File: config.mk
export PLATFORM = sky130hd
export DESIGN_NAME = hlsm_job_driver
export DESIGN_NICKNAME = d
export VERILOG_FILES = /design/src/rtl/hlsm_job_driver.sv
export SDC_FILE = /design/constraint.sdc
export NUM_CORES = 1
export LEC_CHECK = 0
export ABC_CLOCK_PERIOD_IN_PS = 1900
export BUFFER_PORTS_ARGS = -buffer_cell sky130_fd_sc_hd__buf_2
export CAP_MARGIN = 20
export CORE_ASPECT_RATIO = 0.6
export CORE_MARGIN = 5
export CORE_UTILIZATION = 40
export DETAILED_ROUTE_END_ITERATION = 10
export PLACE_DENSITY = 0.65
export SYNTH_ARGS = -nofsm -noshare
export SYNTH_HDL_FRONTEND = slang
export SYNTH_SLANG_ARGS = --single-unit
File: constraint.sdc
create_clock -name Clk -period 1.9 [get_ports Clk]
set_input_delay 0.095 -clock Clk [delete_from_list [all_inputs] [get_ports Clk]]
set_output_delay 0.095 -clock Clk [all_outputs]
set_load 0.05 [all_outputs]
File: src/rtl/hlsm_job_driver.sv
// Initiator side of the HLSM Start/Done handshake: gathers one job from a word
// stream, pulses Start, waits for Done (with timeout) and returns the result.
module hlsm_job_driver #(
  parameter int W       = 8,
  parameter int N_OPS   = 8,
  parameter int TIMEOUT = 64
) (
  input  logic               Clk,
  input  logic               Rst,
  input  logic               in_valid,
  output logic               in_ready,
  input  logic [W-1:0]       in_data,
  output logic [N_OPS*W-1:0] ops,
  output logic [W-1:0]       num,
  output logic               Start,
  input  logic               Done,
  input  logic [W-1:0]       avg,
  output logic               res_valid,
  input  logic               res_ready,
  output logic [W-1:0]       res_data,
  output logic               res_err,
  output logic [1:0]         dbg_state
);

  localparam int CNT_W = $clog2(N_OPS + 1);
  localparam int TMO_W = $clog2(TIMEOUT) + 1;

  typedef enum logic [1:0] {
    S_COLLECT = 2'd0,
    S_START   = 2'd1,
    S_WAIT    = 2'd2,
    S_RESULT  = 2'd3
  } state_t;

  // Handshakes: a stream word moves on in_valid && in_ready, a result on
  // res_valid && res_ready; neither side may drop valid before the transfer.
  state_t               state_q;
  logic [CNT_W-1:0]     cnt_q;
  logic [TMO_W-1:0]     tmo_q;
  logic [N_OPS*W-1:0]   ops_q;
  logic [W-1:0]         num_q;
  logic                 start_q;
  logic                 res_valid_q;
  logic [W-1:0]         res_data_q;
  logic                 res_err_q;

  // tmo_q counts cycles since the Start cycle (0 during Start itself).
  always_ff @(posedge Clk) begin
    if (!Rst) begin
      state_q     <= S_COLLECT;
      cnt_q       <= '0;
      tmo_q       <= '0;
      ops_q       <= '0;
      num_q       <= '0;
      start_q     <= 1'b0;
      res_valid_q <= 1'b0;
      res_data_q  <= '0;
      res_err_q   <= 1'b0;
    end else begin
      case (state_q)
        S_COLLECT: begin
          if (in_valid) begin
            if (cnt_q == CNT_W'(N_OPS)) begin
              num_q <= in_data;
              cnt_q <= '0;
              if (in_data == '0) begin
                res_valid_q <= 1'b1;
                res_err_q   <= 1'b1;
                res_data_q  <= '0;
                state_q     <= S_RESULT;
              end else begin
                start_q <= 1'b1;
                tmo_q   <= '0;
                state_q <= S_START;
              end
            end else begin
              ops_q[cnt_q*W +: W] <= in_data;
              cnt_q               <= cnt_q + CNT_W'(1);
            end
          end
        end
        S_START: begin
          start_q <= 1'b0;
          tmo_q   <= tmo_q + TMO_W'(1);
          state_q <= S_WAIT;
        end
        S_WAIT: begin
          if (Done) begin
            res_valid_q <= 1'b1;
            res_err_q   <= 1'b0;
            res_data_q  <= avg;
            state_q     <= S_RESULT;
          end else if (tmo_q == TMO_W'(TIMEOUT - 1)) begin
            res_valid_q <= 1'b1;
            res_err_q   <= 1'b1;
            res_data_q  <= '0;
            state_q     <= S_RESULT;
          end else begin
            tmo_q <= tmo_q + TMO_W'(1);
          end
        end
        S_RESULT: begin
          if (res_ready) begin
            res_valid_q <= 1'b0;
            state_q     <= S_COLLECT;
          end
        end
        default: state_q <= S_COLLECT;
      endcase
    end
  end

  assign in_ready  = (state_q == S_COLLECT);
  assign ops       = ops_q;
  assign num       = num_q;
  assign Start     = start_q;
  assign res_valid = res_valid_q;
  assign res_data  = res_data_q;
  assign res_err   = res_err_q;
  assign dbg_state = state_q;

endmodule

==> impl_metrics.ini <==
[min_path]
hold_path_startpoint = avg[7]
hold_class = input port to flop
worstHoldEndpoint = res_data[7]
hold_path_depth = 3

[cts]
cts_buffers = 9
cts.sinks = 96
cts_tree = built
clk_pin_slew_ns = 0.07
ctsHtreeMaxLevel = 3
clock_path_buffers = 2
clkLatencyLatePin_ns = 0.34
cts-root-buf = clkbuf_16

[route]
drt_iter0_markers = 222
drc = 0
via_count = 4044
vias_per_cell = 5.18
wl_per_cell_um = 16.9
drt-pass1-iter-count = 5
wl_mm = 13.2
ant_nets = 0

[worst_setup_path]
worstPathMaxFanout = 4
critPathSlowestCell = or4b_1
crit_arrival_ns = 2.09
r2r_setup_slack_ns = 0.07
timing.rr.start = tmo_q[1]
ff2ff_path_depth = 5
cpPeakStageDelay_ns = 0.53
critPathCaptureType = flop
path_cells = ha_4 > nand4b_1 > o21a_1 > or4b_1 > a21oi_1
critPathKind = flop to flop
required_ns = 2.17
cp-start-kind = flop
reg2reg_to = res_valid

[finish]
n_antenna_cell = 0
layout-drive-gt1-share_pct = 32.0
area_growth_pct = 34.8
n_fill_cell = 941
layout.nets = 667

[floorplanning]
die_h_um = 90.9
dieWidth_um = 145
coreArea_mm2 = 0.0106
rows = 29
start_util_pct = 41.1
io_pins = 107
dieArea_mm2 = 0.0132

[sta]
final.setup.worst_slack_ns = 0.0744
relSlewSlack_pct = 52.0
setup_viol = 0
hold_violations = 0
rsz0062_at_grt = false
fmax_ghz = 0.548
fin_crit_sh_pct = 96.1
slew_violations = 0
hold_slack_ns = 0.0188
period_needed_ns = 1.83
tightest_slew_ns = 0.719
skew_ns = 0.00801

[power_and_ir_drop]
leakage_nw = 2.85
p_per_area_mw_per_mm2 = 1060
power_mw = 6.20
ir_drop_mv = 0.667

[logic_synthesis]
yosys_warnings = 0
synth-seq-cells = 96
syn_nets = 523
synth_enable_flop_cells = 0
synth_top_area_cell = dfxtp_1
synth_top_area_share_pct = 44.1
synthFlopType = dfxtp_1
synth_most_common_cell = nand2_1
synth-async-reset-ratio_pct = 0
synth_area_per_cell_um2 = 8.86
yosysSeqAreaShare_pct = 44.1
synthCells = 492
synth.top_cells.by_count = nand2_1, dfxtp_1, mux2i_1, a21oi_1, clkbuf_1
synth_area_leaders = dfxtp_1, mux2i_1, nand2_1
synth.distinct_cells = 48
syn_area_mm2 = 0.00436

[grt]
antenna_found_initial = 0
grt.overflow.total = 0
grt_start_max_net_pins = 41
track_usage_pct = 19.4
grt_pass1_wl_mm = 20.1
grt_pass1_vias = 3852

[place]
gp_congestion = 0.872
hpwl_mm = 9.58
port_buffers = 106
pre_cts_ws_ns = -0.128

[status]
status = complete, no violations

[run]
maxCapViolations = 0
==> final cells by class <==
cell class,instances,area [um^2],share of cell area [%]
Clock inverter,6,66.3,1.13
Sequential cell,96,1940,33.0
Clock buffer,10,239,4.07
Multi-Input combinational cell,361,2450,41.6
Timing Repair Buffer,158,976,16.6
Inverter,10,37.5,0.639
Tap cell,139,174,2.96
==> per-stage QoR <==
| stage | setup TNS (ns) | util (%) | std cells | cell area, um^2 |
|---|---|---|---|---|
| 2_1_floorplan | -0.0958 | - | 492 | 4430 |
| 3_3_place_gp | -0.00520 | 50.1 | 750 | 5310 |
| 3_5_place_dp | -1.85 | 50.1 | 750 | 5310 |
| 4_1_cts | -0.124 | 53.9 | 773 | 5710 |
| 5_1_grt | 0 | 55.4 | 780 | 5870 |
| 6_report | 0 | 55.4 | 780 | 5870 |
==> per-layer routing <==
layer	vias up	wire [um]	GRT usage (%)
met2	149	5520	26.8
met3	10	1150	5.61
li1	1975	-	-
met4	0	83	3.49
met1	1910	6470	29.9
met5	-	0	0
==> worst max path at each step <==
stage               startpoint        end  slack [ns]  cells after the start
floorplan             cnt_q[0]    ops[48]      -0.008                      8
global placement      cnt_q[0]     ops[7]      -0.005                      7
detailed placement    cnt_q[1]    ops[14]       -0.13                      6
CTS                   cnt_q[0]    ops[14]       -0.03                      7
global route          tmo_q[1]  res_valid       0.003                      5
finish                tmo_q[1]  res_valid        0.07                      5
==> critical path: cells and delay by family, from the launching register on <==
| family | cells | cell delay [ns] |
|---|---|---|
| flops | 1 | 0.40 |
| compound gates | 2 | 0.45 |
| simple gates | 2 | 0.73 |
| fa+ha+maj | 1 | 0.17 |
==> where the power goes <==
| part | total [mW] | switching, mW | internal [mW] |
|---|---|---|---|
| Combinational | 2.16 | 1.33 | 0.831 |
| Clock | 1.86 | 0.801 | 1.06 |
| Sequential | 2.18 | 0.0791 | 2.10 |
| Total | 6.20 | 2.21 | 3.99 |
==> placed cells by master (no fill, tap or decap), drive strengths merged, types with 2 or more instances in the layout <==
cell type,instances
o21ai,3
a21oi,25
and3,3
and2,2
nand2,160
nor2b,3
nand3,7
inv,11
dlygate4sd3,7
a31oi,3
mux2i,73
nand2b,3
buf,151
dfxtp,96
clkbuf,10
nor3,11
a211oi,9
clkinv,4
ha,10
nor3b,5
or3,2
nand4b,2
nor2,13
nor4,3
nand4,4
o2bb2ai,6
==> flip-flops by register name (all words and copies together) (netlist names) <==
name and cells:
ops 64, num 8, res_data 8, tmo_q 7, cnt_q 4, dbg_state 2
Start 1, res_err 1, res_valid 1
==> kinds of logic (layout without fill, tap and decap cells) <==
| logic type | count (synthesis) | in the layout | synth area share [%] |
|---|---|---|---|
| AOI/OAI and AO/OA | 54 | 54 | 8.73 |
| xor gates and xnor gates | 1 | 1 | 0.201 |
| muxes | 73 | 73 | 16.8 |
| DFF | 96 | 96 | 44.1 |
| and+or+nand+nor | 223 | 223 | 23.5 |
| buffers and inverters | 35 | 184 | 3.85 |
| adders and majority gates | 10 | 10 | 2.87 |
==> repair_timing <==
action                                  in CTS  in global routing
gates resized for setup                      4                 20
pin swaps                                    0                  7
buffers inserted                             0                  7
hold endpoints to repair                     7                  0
endpoints found under the setup margin      38                 74
hold buffers                                 7                  0
No activity file was read; power rests on OpenSTA's default activity.
